[src/rtl/ula_flags_stage_if.sv]
`default_nettype none
// ============================================================================
// Module   : ula_flags_stage_if
// Brief    : Handshake, result, flag, condition-query and overflow bundle of
//            the ALU flags stage.
// Revision : 1.0
// ============================================================================
interface ula_flags_stage_if #(
    parameter int WIDTH = 3
);
    logic             in_valid;
    logic             in_ready;
    logic [WIDTH-1:0] res_in;
    logic             z_in;
    logic             c_in;
    logic             s_in;
    logic             o_in;
    logic [3:0]       upd_mask;
    logic [WIDTH-1:0] res_q;
    logic             out_valid;
    logic             out_ready;
    logic [3:0]       flags_q;
    logic [3:0]       cond;
    logic             cond_valid;
    logic             taken;
    logic             taken_valid;
    logic             sticky_clr;
    logic             ovf_sticky;
    logic [3:0]       ovf_count;

    modport master (
        output in_valid, res_in, z_in, c_in, s_in, o_in, upd_mask,
        output out_ready, cond, cond_valid, sticky_clr,
        input  in_ready, res_q, out_valid, flags_q, taken, taken_valid,
        input  ovf_sticky, ovf_count
    );

    modport slave (
        input  in_valid, res_in, z_in, c_in, s_in, o_in, upd_mask,
        input  out_ready, cond, cond_valid, sticky_clr,
        output in_ready, res_q, out_valid, flags_q, taken, taken_valid,
        output ovf_sticky, ovf_count
    );
endinterface
`default_nettype wire

[src/rtl/ula_flags_stage.sv]
`default_nettype none
// ============================================================================
// Module   : ula_flags_stage
// Brief    : One-entry ALU result buffer with masked flag register, condition
//            evaluation and sticky/saturating overflow tracking.
// Revision : 1.0
// ============================================================================
module ula_flags_stage #(
    parameter int WIDTH = 3
) (
    input  wire logic        clk,
    input  wire logic        rst_n,
    ula_flags_stage_if.slave bus
);
    typedef enum logic [0:0] {
        ST_EMPTY = 1'b0,
        ST_FULL  = 1'b1
    } state_t;

    localparam logic [3:0] c_cnt_max = 4'hF;

    state_t           r_state;
    state_t           w_state_next;
    logic [WIDTH-1:0] r_res;
    logic [3:0]       r_flags;
    logic [3:0]       w_flags_in;
    logic [3:0]       w_flags_next;
    logic             r_taken;
    logic             r_taken_valid;
    logic             w_cond_true;
    logic             r_ovf_sticky;
    logic [3:0]       r_ovf_count;
    logic [3:0]       w_ovf_inc;
    logic             w_ready;
    logic             w_capture;
    logic             w_ovf_event;
    logic             w_z, w_c, w_s, w_o;

    assign w_ready     = rst_n && ((r_state == ST_EMPTY) || bus.out_ready);
    assign w_capture   = bus.in_valid && w_ready;
    assign w_ovf_event = w_capture && bus.o_in && bus.upd_mask[3];

    assign w_flags_in   = {bus.o_in, bus.s_in, bus.c_in, bus.z_in};
    assign w_flags_next = w_capture ? ((w_flags_in & bus.upd_mask) | (r_flags & ~bus.upd_mask))
                                    : r_flags;
    assign w_ovf_inc    = (r_ovf_count == c_cnt_max) ? c_cnt_max : r_ovf_count + 4'd1;

    // Condition sees this cycle's capture so a query right behind an ALU op is exact.
    assign {w_o, w_s, w_c, w_z} = w_flags_next;

    always_comb begin
        w_cond_true = 1'b0;
        case (bus.cond)
            4'd0:    w_cond_true = 1'b1;
            4'd1:    w_cond_true = w_z;
            4'd2:    w_cond_true = !w_z;
            4'd3:    w_cond_true = w_c;
            4'd4:    w_cond_true = !w_c;
            4'd5:    w_cond_true = w_s;
            4'd6:    w_cond_true = !w_s;
            4'd7:    w_cond_true = w_o;
            4'd8:    w_cond_true = !w_o;
            4'd9:    w_cond_true = w_s ^ w_o;
            4'd10:   w_cond_true = !(w_s ^ w_o);
            4'd11:   w_cond_true = w_z || (w_s ^ w_o);
            4'd12:   w_cond_true = !w_z && !(w_s ^ w_o);
            4'd13:   w_cond_true = w_c && !w_z;
            4'd14:   w_cond_true = !w_c || w_z;
            default: w_cond_true = 1'b0;
        endcase
    end

    always_comb begin
        w_state_next = r_state;
        case (r_state)
            ST_EMPTY: if (w_capture) w_state_next = ST_FULL;
            ST_FULL:  if (bus.out_ready && !w_capture) w_state_next = ST_EMPTY;
            default:  w_state_next = ST_EMPTY;
        endcase
    end

    always_ff @(posedge clk) begin
        if (!rst_n) begin
            r_state       <= ST_EMPTY;
            r_res         <= '0;
            r_flags       <= 4'b0000;
            r_taken       <= 1'b0;
            r_taken_valid <= 1'b0;
            r_ovf_sticky  <= 1'b0;
            r_ovf_count   <= 4'd0;
        end else begin
            r_state       <= w_state_next;
            r_flags       <= w_flags_next;
            r_taken_valid <= bus.cond_valid;
            r_taken       <= bus.cond_valid && w_cond_true;
            if (w_capture) begin
                r_res <= bus.res_in;
            end
            // A clear coinciding with an overflow restarts the tally at that overflow.
            if (bus.sticky_clr) begin
                r_ovf_sticky <= w_ovf_event;
                r_ovf_count  <= w_ovf_event ? 4'd1 : 4'd0;
            end else if (w_ovf_event) begin
                r_ovf_sticky <= 1'b1;
                r_ovf_count  <= w_ovf_inc;
            end
        end
    end

    assign bus.in_ready    = w_ready;
    assign bus.res_q       = r_res;
    assign bus.out_valid   = (r_state == ST_FULL);
    assign bus.flags_q     = r_flags;
    assign bus.taken       = r_taken;
    assign bus.taken_valid = r_taken_valid;
    assign bus.ovf_sticky  = r_ovf_sticky;
    assign bus.ovf_count   = r_ovf_count;
endmodule
`default_nettype wire

[src/flat_wrapper.sv]
// flat-port wrapper written by rule: the top's interface ports become plain ports
module ula_flags_stage_flat 
#(
    parameter int WIDTH = 3
)
  (clk, rst_n, bus_in_valid, bus_res_in, bus_z_in, bus_c_in, bus_s_in, bus_o_in, bus_upd_mask, bus_out_ready, bus_cond, bus_cond_valid, bus_sticky_clr, bus_in_ready, bus_res_q, bus_out_valid, bus_flags_q, bus_taken, bus_taken_valid, bus_ovf_sticky, bus_ovf_count);
  ula_flags_stage_if #(.WIDTH(WIDTH)) bus_i ();
  input  wire logic clk;
  input  wire logic rst_n;
  input wire logic [$bits(bus_i.in_valid)-1:0] bus_in_valid;
  input wire logic [$bits(bus_i.res_in)-1:0] bus_res_in;
  input wire logic [$bits(bus_i.z_in)-1:0] bus_z_in;
  input wire logic [$bits(bus_i.c_in)-1:0] bus_c_in;
  input wire logic [$bits(bus_i.s_in)-1:0] bus_s_in;
  input wire logic [$bits(bus_i.o_in)-1:0] bus_o_in;
  input wire logic [$bits(bus_i.upd_mask)-1:0] bus_upd_mask;
  input wire logic [$bits(bus_i.out_ready)-1:0] bus_out_ready;
  input wire logic [$bits(bus_i.cond)-1:0] bus_cond;
  input wire logic [$bits(bus_i.cond_valid)-1:0] bus_cond_valid;
  input wire logic [$bits(bus_i.sticky_clr)-1:0] bus_sticky_clr;
  output wire logic [$bits(bus_i.in_ready)-1:0] bus_in_ready;
  output wire logic [$bits(bus_i.res_q)-1:0] bus_res_q;
  output wire logic [$bits(bus_i.out_valid)-1:0] bus_out_valid;
  output wire logic [$bits(bus_i.flags_q)-1:0] bus_flags_q;
  output wire logic [$bits(bus_i.taken)-1:0] bus_taken;
  output wire logic [$bits(bus_i.taken_valid)-1:0] bus_taken_valid;
  output wire logic [$bits(bus_i.ovf_sticky)-1:0] bus_ovf_sticky;
  output wire logic [$bits(bus_i.ovf_count)-1:0] bus_ovf_count;
  assign bus_i.in_valid = bus_in_valid;
  assign bus_i.res_in = bus_res_in;
  assign bus_i.z_in = bus_z_in;
  assign bus_i.c_in = bus_c_in;
  assign bus_i.s_in = bus_s_in;
  assign bus_i.o_in = bus_o_in;
  assign bus_i.upd_mask = bus_upd_mask;
  assign bus_i.out_ready = bus_out_ready;
  assign bus_i.cond = bus_cond;
  assign bus_i.cond_valid = bus_cond_valid;
  assign bus_i.sticky_clr = bus_sticky_clr;
  assign bus_in_ready = bus_i.in_ready;
  assign bus_res_q = bus_i.res_q;
  assign bus_out_valid = bus_i.out_valid;
  assign bus_flags_q = bus_i.flags_q;
  assign bus_taken = bus_i.taken;
  assign bus_taken_valid = bus_i.taken_valid;
  assign bus_ovf_sticky = bus_i.ovf_sticky;
  assign bus_ovf_count = bus_i.ovf_count;
  ula_flags_stage #(.WIDTH(WIDTH)) u_core (.clk(clk), .rst_n(rst_n), .bus(bus_i));
endmodule
[config.mk]
export PLATFORM = sky130hd
export DESIGN_NAME = ula_flags_stage_flat
export DESIGN_NICKNAME = d
export VERILOG_FILES = /design/src/rtl/ula_flags_stage_if.sv /design/src/rtl/ula_flags_stage.sv /design/src/flat_wrapper.sv
export SDC_FILE = /design/constraint.sdc
export NUM_CORES = 1
export LEC_CHECK = 0
export BUFFER_PORTS_ARGS = -buffer_cell sky130_fd_sc_hd__buf_4
export CORE_UTILIZATION = 25
export DETAILED_ROUTE_END_ITERATION = 8
export GPL_TIMING_DRIVEN = 0
export PLACE_DENSITY = 0.47
export SYNTH_ARGS = -nofsm -noshare
export SYNTH_HDL_FRONTEND = slang
export SYNTH_SLANG_ARGS = --single-unit
export TNS_END_PERCENT = 10
[constraint.sdc]
create_clock -name clk -period 2.32 [get_ports clk]
set_input_delay 0.464 -clock clk [delete_from_list [all_inputs] [get_ports clk]]
set_output_delay 0.464 -clock clk [all_outputs]
set_load 0.02 [all_outputs]
# Yosys cells after proc, flatten, opt, wreduce, memory -nomap -nowiden
# Index checks and enable logic that the tools add are counted.
op_classes:
  add_sub_neg: 1
  eq_ne: 15
  mux: 11
  bitwise_logic: 6
  n_reduce_logical: 19
ops:
  columns: ["op", "n"]
  rows:
  - ["$eq A4 B4 Y1 const B", 8]
  - ["$eq A4 B3 Y1 const B", 4]
  - ["$mux W4", 4]
  - ["$pmux W1 S15", 1]
  - ["$and A4 B4 Y4", 2]
  - ["$eq A4 B2 Y1 const B", 2]
  - ["$logic_and A1 B1 Y1", 8]
  - ["$logic_not A1 Y1", 6]
  - ["$mux W1", 5]
  - ["$add A4 B1 Y4 const B", 1]
  - ["$eq A4 B1 Y1 const B", 1]
  - ["$logic_not A4 Y1", 1]
  - ["$not A4 Y4", 1]
  - ["$or A4 B4 Y4", 1]
  - ["$logic_or A1 B1 Y1", 3]
  - ["$pmux W1 S2", 1]
  - ["$reduce_bool A2 Y1", 1]
  - ["$not A1 Y1", 1]
  - ["$xor A1 B1 Y1", 1]
word_totals:
  regBits: 15
  inputBits: 21
  output_inout_bits: 16
  wordCells: 59

# Longest topological paths before layout
# Gate-level depths: netlist of the first run.
logic_depth:
  depth_word: 10
  depth_mapped: 10
  depth_no_buf: 7

# Worst setup path before layout of the first run
# OpenSTA, ideal clock, no wires.
synth_path:
  path_type: "input-to-reg"
  start: "input port bus_in_valid"
  end: "register u_core.r_taken, in the netlist u_core.bus.taken"
  setup_time_ns: 0.120
  t_arrival_ns: 1.775
  required_ns: 2.200
  slack_ns: 0.425
  path_stages: 10
  path_buffers: 3
  cell_sequence: "and2_4 -> buf_6 -> and2_4 -> buf_6 -> and3_1 -> buf_4 -> a211oi_1 -> or3_1 -> and4_1 -> a21oi_1"
synth_between:
  elab_chain_cells: 7
  word_cells_on_any_way: 14
  classes_between: "mux: 2; bitwise: 1; reduce/logical: 11"
synth_lines:
  columns: ["element", "line_no", "text"]
  rows:
  - ["start: declaration", "flat_wrapper.sv:10", "input wire logic [$bits(bus_i.in_valid)-1:0] bus_in_valid;"]
  - ["$logic_and A1 B1 Y1 *", "ula_flags_stage.sv:40", "assign w_capture = bus.in_valid && w_ready;"]
  - ["$mux W4 *", "ula_flags_stage.sv:44", "assign w_flags_next = w_capture ? ((w_flags_in & bus.upd_mask) | (r_flags & ~bus.upd_mask))"]
  - ["$xor A1 B1 Y1", null, null]
  - ["$logic_not A1 Y1", "ula_flags_stage.sv:64, ula_flags_stage.sv:66", null]
  - ["$logic_and A1 B1 Y1", "ula_flags_stage.sv:66", "4'd12: w_cond_true = !w_z && !(w_s ^ w_o);"]
  - ["$pmux W1 S15 *", "ula_flags_stage.sv:53", "case (bus.cond)"]
  - ["$logic_and A1 B1 Y1 *", "ula_flags_stage.sv:95", "r_taken <= bus.cond_valid && w_cond_true;"]
  - ["end signal: assignment", "ula_flags_stage.sv:95", null]
  - ["end: declaration", "ula_flags_stage.sv:28", "logic r_taken;"]
# Mark *: on every way between the ends. The rest lies on a longest branch, timed or not.
# A chain may end at the register's enable or synchronous reset.

# Final worst setup path of the first run
layout_path:
  start: "input port rst_n"
  end: "register u_core.r_taken, in the netlist u_core.bus.taken"
layout_between:
  elab_chain_cells: 8
  word_cells_on_any_way: 15
  classes_between: "mux: 2; bitwise: 1; reduce/logical: 12"
layout_lines:
  columns: ["element", "line_no", "text"]
  rows:
  - ["start: declaration", "flat_wrapper.sv:9", "input wire logic rst_n;"]
  - ["$logic_and A1 B1 Y1", "ula_flags_stage.sv:39", "assign w_ready = rst_n && ((r_state == ST_EMPTY) || bus.out_ready);"]
  - ["$logic_and A1 B1 Y1", "ula_flags_stage.sv:40", null]
  - ["$mux W4", "ula_flags_stage.sv:44", null]
  - ["$xor A1 B1 Y1", null, null]
  - ["$logic_not A1 Y1", "ula_flags_stage.sv:64, ula_flags_stage.sv:66", null]
  - ["$logic_and A1 B1 Y1", "ula_flags_stage.sv:66", null]
  - ["$pmux W1 S15", "ula_flags_stage.sv:53", null]
  - ["$logic_and A1 B1 Y1", "ula_flags_stage.sv:95", null]
# Parallel ways exist; a longest one is shown, timed or not.

==> results.md, run 1 <==
* Status: finished, final reports clean
* Final hold vios at 0
* Area leader, netlist: dfxtp_1
* Pwr Total at 0.633 mW
* Post_cts resized at 0
* Initial antenna violation count at 0
* Clk buf depth at 2
* Post-synth EDFFs at 0
* Die Wd at 63.4 um
* Vias in the first global route at 858
* NumNets Final at 170
* Detail Route Antenna Nets at 0
* Layout cell share with drive strength beyond 1 at 35.4%
* Fin. max-slew vios at 0
* Area post-placement at 0.00125 mm^2
* DR WL/cell at 12.1 um
* Minimum clock period at 1910 ps
* First-pass GRT wire length at 3940 um
* R2r startpoint: u_core.bus.out_valid
* Slowest stage delay, CP at 500 ps
* Final Skew at 3.77 ps
* Syn Inst Count at 110
* Worst-path fanout max at 7
* PwrDens at 489 mW/mm^2
* Area of the multi-input gates at 582 um^2
* Rel. slew slack at 63.3%
* Crit path max-delay cell type: mux2i_1
* Worst skew pair latency at 240 ps
* IO Pins at 37
* Filler cell count at 403
* Worst ir drop on vdd at 0.158 mV
* Synth cell types at 47
* Leakage at 0.565 nW
* I/O Buffers at 33
* Routability Congestion at 0.800
* Largest cells by area after synthesis: dfxtp_1 32%, nand2_1 4.0%, nor2b_1 3.3%, a211oi_1 3.2%, nor3_1 2.7%
* CTS Hold Buffers Added at 0
* Hold Startpoint: bus_res_in[0]
* Total GRT Usage at 12.5%
* Post-Place Cells at 189
* Final worst-path cycle share at 82.3%
* Fmax at 523 MHz
* Detailed Routing Iterations Pass 1 at 4
* Reg area at 300 um^2
* Clock-pin slew on the worst setup and hold paths at 70 ps
* Setup-failing EPs final at 0
* Critical Path RT at 2460 ps
* Synth Register Bits at 15
* Post-CTS Setup Inserts at 0
* Initial Utilization at 27.2%
* CTS tree: yes
* CTS H-tree lvls at 1
* Critical path endpoint category: flip-flop
* Synth top cells by count: 15 x dfxtp_1, 10 x nand2_1, 5 x nor2b_1, 5 x nor3_1, 5 x o21ai_0
* Grt total ovfl at 0
* Largest net degree at the start of global routing at 11
* Syn nets at 132
* Tightest Pin Transition at 535 ps
* DR DRC count at 0
* Setup crit start kind: primary input
* CTS buffer count at 3
* Setup_tns at 0 ps
* Top-count cell post-synth: dfxtp_1
* Worst Setup SP: rst_n
* Worst-path cell chain: buf_4 -> and2_4 -> buf_6 -> nand3_1 -> mux2i_1 -> nor4_1 -> a22oi_1 -> and4_1 -> a21oi_1
* Hpwl dp at 1810 um
* Die height at 63.4 um
* Cell Rows at 21
* Routed vias at 904
* CP arrival at 2050 ps
* Final Cell Area at 0.00129 mm^2
* Top_reg_cell synth: dfxtp_1
* Clk sink count at 15
* Synth Warn # at 0
* N_diodes at 0
* Total Wirelength at 2330 um
* Max-cap violations at 0
* Iter 0 DRT Violations at 28
* Die area at 0.00402 mm^2
* Syn-to-layout area delta at 37.3%
* Top cell family by delay on the critical path: simple AND/OR/NAND/NOR gates
* Hold Path Class: primary input to flip-flop
* Final cell count without fillers at 193
* Crit path kind: primary input to flip-flop
* CTS root buf: clkbuf_8
* Seq/Total Area, Yosys at 31.8%
* Core area at 0.00347 mm^2
* Buf+Inv Stages, Crit Path at 2
* RSZ-0062 raised after global routing: no
* Mapped cell area at 943 um^2
* Share of the synthesized area in the top cell type at 31.8%
* Vias per cell at 4.68
* FFs w/ async S/R, synth at 0%
* Synth Area per Inst at 8.58 um^2
cell usage in the layout (no fill, tap or decap), drive strengths merged, types with 2 or more instances in the layout:
cell type | synthesis | layout
nor3 | 5 | 5
mux2 | 3 | 3
a21oi | 4 | 4
inv | 3 | 3
o21a | 2 | 2
a211oi | 4 | 4
buf | 4 | 37
nor2 | 4 | 4
clkbuf | 4 | 7
nand2 | 10 | 10
nor4 | 3 | 3
dfxtp | 15 | 15
nand2b | 4 | 4
and3 | 3 | 3
nand3 | 4 | 4
nor2b | 5 | 5
o21ai | 5 | 5
and2 | 5 | 5
mux2i | 3 | 3
cell type report:
type                    count  area share, %
multi-input cells          84           44.9
repair buffers             33           19.1
clock inverters             1          0.386
plain buffers               8           3.86
inverters                   3          0.870
flip-flops and latches     15           23.2
well taps                  46           4.44
clock buffers               3           3.19
kinds of logic (layout without fill, tap and decap cells):
kind of cell	count (synthesis)	in the layout	share of synthesized area (%)
AND/OR/NAND/NOR	51	51	32.1
adder cells (fa/ha/maj)	1	1	1.33
buffers and inverters	11	48	6.50
flip-flops	15	15	31.8
XOR/XNOR	2	2	1.86
AO/OA/AOI/OAI	24	24	18.8
multiplexers	6	6	7.56
worst register-to-register path, stage by stage, from the launching register on:
cell and delay (ps):
dfxtp_1 360, nand2b_2 130, nand3_1 140, mux2i_1 500
nor4_1 120, a22oi_1 200, and4_1 210, a21oi_1 60
path summary, 6_finish.rpt:
path | end | slack (ps) | cells past startpoint
setup / recovery | u_core.bus.taken | 410 | 9
hold / removal | u_core.bus.res_q[0] | 410 | 3
setup reg to reg | u_core.bus.taken | 500 | 7
hold reg to reg | u_core.bus.res_q[1] | 460 | 2
where the power goes:
group          total [mW]  switching (mW)  internal, mW
logic               0.143          0.0699        0.0728
registers           0.274         0.00658         0.268
clock network       0.216          0.0975         0.119
layer usage:
layer / track usage, % / vias up / share of wire [%]
li1: - / 472 / -
met1: 16.1 / 410 / 49
met2: 20.2 / 20 / 46
met3: 2.72 / 2 / 3.8
met4: 4.26 / 0 / 1.1
met5: 0 / - / 0
state kept, by name, summed over array words and instances (netlist names):
signal,cells
u_core.bus.ovf_sticky,1
u_core.bus.flags_q,4
u_core.bus.out_valid,1
u_core.bus.taken_valid,1
u_core.bus.taken,1
u_core.bus.ovf_count,4
u_core.bus.res_q,3
stage by stage:
| step | util [%] | hold WS (ps) | setup slack, ps |
|---|---|---|---|
| 6_report | 37.3 | 412 | 410 |
| 5_1_grt | 37.3 | 427 | 276 |
| 4_1_cts | 37.3 | 413 | 407 |
| 3_5_place_dp | 36.0 | 457 | 145 |
| 3_3_place_gp | 36.0 | 446 | 162 |
| 2_1_floorplan | - | 531 | 425 |
Note: power is estimated with default switching activity, not from simulation.
==> run 2: changes to the inputs <==
--- a/config.mk
+++ b/config.mk
@@ -9,7 +9,7 @@
 export CORE_UTILIZATION = 25
 export DETAILED_ROUTE_END_ITERATION = 8
 export GPL_TIMING_DRIVEN = 0
-export PLACE_DENSITY = 0.47
+export PLACE_DENSITY = 0.48
 export SYNTH_ARGS = -nofsm -noshare
 export SYNTH_HDL_FRONTEND = slang
 export SYNTH_SLANG_ARGS = --single-unit
==> constraint.sdc (replaced) <==
create_clock -name clk -period 1.7 [get_ports clk]
set_input_delay 0.34 -clock clk [delete_from_list [all_inputs] [get_ports clk]]
set_output_delay 0.34 -clock clk [all_outputs]
set_load 0.02 [all_outputs]
==> results.md, run 2 (same netlist as run 1, synthesis figures left out) <==
* Status: finished, final reports clean
* CTS H-tree lvls at 1
* R2r startpoint: u_core.bus.out_valid
* CTS Hold Buffers Added at 0
* Setup_tns at 0 ps
* Reg area at 305 um^2
* CP arrival at 1880 ps
* Worst R2R Setup Slack at 7 ps
* Minimum clock period at 1690 ps
* Met2 routed WL at 1060 um
* Pwr Total at 0.867 mW
* Post-Place Cells at 189
* Most frequent cells in the layout: 36 x buf_4, 13 x dfxtp_1, 10 x nand2_1
* Initial antenna violation count at 0
* Post-layout util at 38.9%
* Final WS setup at 6.75 ps
* Hold Startpoint: bus_res_in[0]
* Area post-placement at 0.00126 mm^2
* Routed vias at 925
* Final hold vios at 0
* Filler cell count at 382
* NumNets Final at 171
* Area of the multi-input gates at 628 um^2
* Critical Path RT at 1890 ps
* Critical path endpoint category: flip-flop
* Setup-failing EPs final at 0
* Die Wd at 63.4 um
* Vias per cell at 4.77
* Crit path kind: flip-flop to flip-flop
* Hold Path Stages at 3
* Clock-pin slew on the worst setup and hold paths at 60 ps
* Worst-path fanout max at 6
* Tightest Pin Transition at 418 ps
* Min Hold Slack at 282 ps
* Commonest non-fill, non-tap cell in the layout: buf_4
* Final cell count without fillers at 194
* Vias in the first global route at 832
* Largest net degree at the start of global routing at 11
* Final Skew at 2.91 ps
* Routed wire length on met3 at 119 um
* Syn-to-layout area delta at 43.1%
* Detail Route Antenna Nets at 0
* Final Cell Area at 0.00135 mm^2
* RSZ-0062 raised after global routing: yes
* Clk buf depth at 2
* Reg2Reg Depth at 7
* Final worst-path cycle share at 99.6%
* N_diodes at 0
* Initial Utilization at 27.2%
* Worst skew pair latency at 250 ps
* R2R Path End: u_core.bus.taken
* Cell Rows at 21
* Die area at 0.00402 mm^2
* Hold EP: u_core.bus.res_q[0]
* DR WL/cell at 12.0 um
* Max layer used: met4
* PwrDens at 642 mW/mm^2
* I/O Buffers at 33
* Die height at 63.4 um
* Grt total ovfl at 0
* Fin. max-slew vios at 0
* Max-cap violations at 0
* Pre-CTS setup slack at -327 ps
* DR DRC count at 0
* Clk sink count at 15
* Total GRT Usage at 12.3%
* Routability Congestion at 0.867
* Total Wirelength at 2340 um
* Worst ir drop on vdd at 0.197 mV
* Iter 0 DRT Violations at 24
* Fmax at 591 MHz
* Layout cell share with drive strength beyond 1 at 41.2%
* Leakage at 0.577 nW
* Hold Path Class: primary input to flip-flop
* Wl on met1 at 1140 um
* Detailed Routing Iterations Pass 1 at 4
* Hpwl dp at 1770 um
* Rel. slew slack at 72.1%
* CTS buffer count at 3
* IO Pins at 37
* Setup crit start kind: flip-flop
* First-pass GRT wire length at 3910 um
* CTS tree: yes
* Core area at 0.00347 mm^2
* CTS root buf: clkbuf_8
[run 2: worst max-delay path by stage]
stage                                    start          endpoint  cells after the start
after floorplan                   bus_in_valid  u_core.bus.taken                     10
after global placement                   rst_n  u_core.bus.taken                     11
after detailed placement                 rst_n  u_core.bus.taken                      9
after CTS                 u_core.bus.out_valid  u_core.bus.taken                      7
after global routing      u_core.bus.out_valid  u_core.bus.taken                      7
final                     u_core.bus.out_valid  u_core.bus.taken                      7
[run 2: area by class of cell]
type / count / area share [%]
plain buffers: 6 / 2.32
clock buffers: 3 / 3.06
clock inverters: 1 / 0.371
inverters: 3 / 0.834
multi-input cells: 84 / 46.5
flip-flops and latches: 15 / 22.6
well taps: 46 / 4.26
repair buffers: 36 / 20.0
[run 2: what timing repair did]
action,CTS,global route
setup endpoints to repair,1,1
pin swaps,7,0
hold endpoints to repair,0,0
resized for setup,7,4
setup buffers,3,0
[run 2: worst max-delay path, stage by stage, from the launching register on]
cell	delay (ps)
dfxtp_2	340
nand2b_4	90
and3_4	200
mux2i_2	240
mux2i_1	90
or3_1	320
and4_1	220
a21oi_2	130
[run 2: per-layer routing]
metal	track usage, %	vias to the layer above
met4	5.97	0
met5	0	-
met3	2.54	2
li1	-	474
met2	17.7	31
met1	17.2	418
[run 2: power breakdown]
part / switching [mW] / leakage [nW] / internal [mW] / total (mW)
combinational: 0.0998 / 0.428 / 0.103 / 0.203
sequential: 0.00898 / 0.124 / 0.365 / 0.374
clock: 0.128 / 0.0255 / 0.162 / 0.290
total: 0.237 / 0.577 / 0.630 / 0.867
